`config.mk`:
```
export PLATFORM = sky130hd
export DESIGN_NAME = muldiv_sequencer
export DESIGN_NICKNAME = d
export VERILOG_FILES = /design/src/rtl/muldiv_sequencer.sv
export SDC_FILE = /design/constraint.sdc
export NUM_CORES = 1
export LEC_CHECK = 0
export ABC_AREA = 1
export BUFFER_PORTS_ARGS = -buffer_cell sky130_fd_sc_hd__buf_2
export CORE_MARGIN = 1
export CORE_UTILIZATION = 65
export DETAILED_ROUTE_END_ITERATION = 12
export PLACE_DENSITY_LB_ADDON = 0.1
export SLEW_MARGIN = 20
export SYNTH_ARGS = -nofsm -noshare
export SYNTH_HDL_FRONTEND = slang
export SYNTH_SLANG_ARGS = --single-unit
```
`constraint.sdc`:
```
create_clock -name clk -period 5.1 [get_ports clk]
set_clock_uncertainty 0.05 [all_clocks]
set_input_delay 1.02 -clock clk [delete_from_list [all_inputs] [get_ports clk]]
set_output_delay 1.02 -clock clk [all_outputs]
set_load 0.005 [all_outputs]
```
`src/rtl/muldiv_sequencer.sv`:
```
// Iterative unsigned multiply/divide unit with HI/LO result registers.
// Shift-add multiply and restoring divide, one step per clock.
module muldiv_sequencer #(
    parameter int WIDTH = 32
) (
    input  logic             clk,
    input  logic             reset,
    input  logic             start,
    input  logic             op,
    input  logic [WIDTH-1:0] a,
    input  logic [WIDTH-1:0] b,
    input  logic             abort,
    input  logic             hilo_rd,
    output logic             busy,
    output logic             done,
    output logic [WIDTH-1:0] hi,
    output logic [WIDTH-1:0] lo,
    output logic             dz,
    output logic             stall
);

    localparam int CW = $clog2(WIDTH) + 1;

    typedef enum logic [1:0] {
        IDLE,
        MUL,
        DIV,
        DONE
    } state_t;

    state_t                 state;
    logic [CW-1:0]          cnt;
    logic [WIDTH-1:0]       a_q;
    logic [WIDTH-1:0]       b_q;
    logic [2*WIDTH-1:0]     prod;

    logic [WIDTH:0]         mul_sum;
    logic [2*WIDTH-1:0]     mul_next;
    logic [WIDTH:0]         rem_sh;
    logic [WIDTH:0]         rem_diff;
    logic                   div_ge;
    logic [WIDTH-1:0]       rem_new;
    logic [2*WIDTH-1:0]     div_next;
    logic                   last;

    // One iteration of each algorithm, computed from the product register
    always_comb begin
        mul_sum  = {1'b0, prod[2*WIDTH-1:WIDTH]}
                 + (prod[0] ? {1'b0, a_q} : '0);
        mul_next = {mul_sum, prod[WIDTH-1:1]};
        rem_sh   = {prod[2*WIDTH-1:WIDTH], prod[WIDTH-1]};
        rem_diff = rem_sh - {1'b0, b_q};
        div_ge   = (rem_sh >= {1'b0, b_q});
        rem_new  = div_ge ? rem_diff[WIDTH-1:0] : rem_sh[WIDTH-1:0];
        div_next = {rem_new, prod[WIDTH-2:0], div_ge};
    end

    assign last  = (cnt == CW'(WIDTH - 1));
    assign busy  = (state == MUL) || (state == DIV);
    assign done  = (state == DONE);
    assign stall = busy && (start || hilo_rd);

    // Sequencer FSM, operand/product datapath and HI/LO result registers
    always_ff @(posedge clk) begin
        if (!reset) begin
            state <= IDLE;
            cnt   <= '0;
            a_q   <= '0;
            b_q   <= '0;
            prod  <= '0;
            hi    <= '0;
            lo    <= '0;
            dz    <= 1'b0;
        end else if (abort) begin
            state <= IDLE;
            cnt   <= '0;
        end else begin
            unique case (state)
                IDLE, DONE: begin
                    state <= IDLE;
                    if (start) begin
                        a_q <= a;
                        b_q <= b;
                        cnt <= '0;
                        if (!op) begin
                            state <= MUL;
                            prod  <= {{WIDTH{1'b0}}, b};
                        end else if (b != '0) begin
                            state <= DIV;
                            prod  <= {{WIDTH{1'b0}}, a};
                        end else begin
                            // Divide by zero completes immediately
                            state <= DONE;
                            hi    <= a;
                            lo    <= '1;
                            dz    <= 1'b1;
                        end
                    end
                end
                MUL: begin
                    prod <= mul_next;
                    cnt  <= cnt + CW'(1);
                    if (last) begin
                        state <= DONE;
                        hi    <= mul_next[2*WIDTH-1:WIDTH];
                        lo    <= mul_next[WIDTH-1:0];
                        dz    <= 1'b0;
                    end
                end
                DIV: begin
                    prod <= div_next;
                    cnt  <= cnt + CW'(1);
                    if (last) begin
                        state <= DONE;
                        hi    <= div_next[2*WIDTH-1:WIDTH];
                        lo    <= div_next[WIDTH-1:0];
                        dz    <= 1'b0;
                    end
                end
                default: state <= IDLE;
            endcase
        end
    end

endmodule

```
==> flow_metrics.tcl <==
set metrics [dict create \
    status "complete, no violations" \
    gp_congestion 1.04 \
    antenna_left 0 \
    critPathKind "register to register" \
    cts_resized 0 \
    placed_area_um2 14300 \
    slew_headroom_pct 29.6 \
    fp-row-count 52 \
    clk_latency_ps 510 \
    fin_tns_setup_ps 0 \
    via_per_inst 6.15 \
    nNetsFinal 2355 \
    portBuffers 137 \
    drt_iter0_drc 2003 \
    cts_buffer_depth 3 \
    multi_input_area_um2 8130 \
    syn-num-nets 2281 \
    clkTransAtPathRegs_ps 60 \
    synth_cell_types 44 \
    detail_route.wirelength_um 47900 \
    critPathCaptureType "register" \
    cts_root_buf "clkbuf_16" \
    stdcell_area_um2 15100 \
    numCtsBuffers 22 \
    diodes 0 \
    grt_pass1_wl_um 74300 \
    top_usage_layer "met2" \
    areaGrowthSynthToFinish_pct 10.6 \
    cp-start-kind "register" \
    fin_util_pct 74.0 \
    grt_use_met1_pct 59.5 \
    post_cts_buffers 0 \
    crit_family "buffers and inverters" \
    core_um2 20400 \
    clock_sinks 201 \
    fin_crit_ps 3720 \
    place_ws_ps 1510 \
    synth_seq_cells 201 \
    fmax_mhz 269 \
    synth-seq-area-share_pct 29.5 \
    remaining_drc_errors 0 \
    die_area_um2 21500 \
    htree_levels 1 \
    post_drt_wl_per_cell_um 19.2 \
    cp_cell_sequence "inv_1 -> ha_2 -> inv_2 -> buf_4 -> nor2_1 -> nor3_1 -> nand2_2 -> clkinv_2 -> o21ai_0 -> a21oi_1" \
    hold_viol 0 \
    cts_tree "done" \
    crit_buf_inv 4 \
    synthCells 2141 \
    grt_pass1_vias 14000 \
    hold_buffers 0 \
    max_cap_viol_count 0 \
    grt_overflow 0 \
    io_pins 138 \
    syn_area_per_cell_um2 6.36 \
    max_stage_delay_ps 770 \
    slew_violations 0 \
    final.setup.worst_slack_ps 1380 \
    grt_max_degree 103 \
    p_leak_uw 0.00750 \
    post-route-period-util_pct 72.9 \
    firstDrtPassIters 10 \
    num_vias 15400 \
    ir_worst_vdd_v 0.000315 \
    use_met3_pct 6.30 \
    yosys_warnings 0 \
    async_flop_share_pct 0 \
    die_w_um 147 \
    synth_top_flop_cell "dfxtp_1" \
    fp.dieH_um 147 \
    worst_pin_slew_ps 1060 \
    critPathArrivalTime_ps 4050 \
    setup_viol 0 \
    synth_edf_count 0 \
    cp_max_fo 64 \
    track_usage_pct 43.6 \
    antenna_found_initial 0 \
    cp_data_required_time_ps 5430 \
    slowest_stage "ha_2" \
    powerDensity_nw_per_um2 276 \
    rsz0062_at_grt "no" \
    netlist_area_um2 13600 \
    start_util_pct 66.9 \
    layout-drive-gt1-share_pct 11.7 \
    fillCellCount 1637 \
    dp_hpwl_um 35300 \
    regArea_um2 4020 \
    hp-class "register to register" \
    met2_usage_pct 70.0 \
]
logic make-up after synthesis:
group                    count (synthesis)  share of synthesized area (%)
XOR/XNOR                                16                           1.03
AND/OR/NAND/NOR                        975                           30.0
adder cells (fa/ha/maj)                 70                           6.54
AO/OA/AOI/OAI                          514                           22.0
buffers and inverters                  365                           10.9
flip-flops                             201                           29.5
layer usage:
layer	wire, um	share of wire [%]
met1	19200	40
met4	1910	4.0
met3	5500	11
met5	0	0
met2	21300	44
power by group:
part | internal (uW) | switching (uW)
sequential | 1650 | 47.7
combinational | 232 | 536
clock | 1020 | 676
worst register-to-register path: stages, from the launching register on:
cell and delay, ps:
dfxtp_1 400, inv_1 80, ha_2 770, inv_2 80
buf_4 320, nor2_1 310, nor3_1 120, nand2_2 110
clkinv_2 670, o21ai_0 600, a21oi_1 90
flip-flops by register name (all words and copies together) (netlist names):
register,count
prod,64
a_q,32
b_q,32
hi,32
lo,32
cnt,6
state,2
dz,1
metrics by stage:
step                hold WS [ps]  instances  total power (uW)
global route                 440       2501              4270
CTS                          419       2501              4110
detailed placement           411       2461              2450
global placement             400       2460              2430
floorplan                    385       2141              2210
finish                       413       2501              4160
path summary, 6_finish.rpt:
path / slack, ps / cells after the start / to / start
hold reg to reg: 410 / 2 / b_q[2] / b_q[2]
setup / recovery: 1380 / 10 / hi[13] / state[0]
setup reg to reg: 1380 / 10 / hi[13] / state[0]
hold / removal: 410 / 2 / b_q[2] / b_q[2]
cells in the mapped netlist (7+ instances only):
| cell type | n | area share, % |
|---|---|---|
| nand2_1 | 528 | 15 |
| buf_6 | 9 | 0.74 |
| nand3_1 | 129 | 4.7 |
| a21oi_2 | 13 | 0.84 |
| o21ai_2 | 12 | 0.77 |
| clkbuf_1 | 67 | 1.8 |
| buf_2 | 15 | 0.55 |
| nor2_1 | 219 | 6.0 |
| or2_2 | 9 | 0.41 |
| o21ai_1 | 20 | 0.73 |
| dfxtp_1 | 201 | 30 |
| nand2_2 | 20 | 0.92 |
| o21ai_0 | 195 | 7.2 |
| nand3b_1 | 13 | 0.72 |
| buf_4 | 7 | 0.39 |
| inv_1 | 262 | 7.2 |
| a21oi_1 | 195 | 7.2 |
| a221o_1 | 30 | 2.2 |
| nor4_1 | 10 | 0.46 |
| nand4_1 | 13 | 0.60 |
| xnor2_1 | 15 | 0.96 |
| nor3_1 | 15 | 0.55 |
| ha_1 | 68 | 6.2 |
| o221ai_1 | 31 | 2.0 |
layout make-up:
class                   count  share of cell area, %
clock buffers              31                   4.42
clock inverters             9                  0.706
well taps                 270                   2.24
repair buffers            151                   5.40
multi-input cells        1575                   53.9
inverters                 264                   6.59
flip-flops and latches    201                   26.7
placed cells by master, fill, tap and decap left out, drive strengths merged, types with 10 or more instances in the layout:
master	n
a221o	30
xnor2	15
o221ai	31
nor3	15
nand3	130
dfxtp	201
inv	265
nor4	10
clkbuf	31
ha	68
a21oi	209
o21ai	227
buf	151
or2	10
nand4	13
nand3b	13
nand2	550
nor2	225
(Power assumes the default switching activity.)
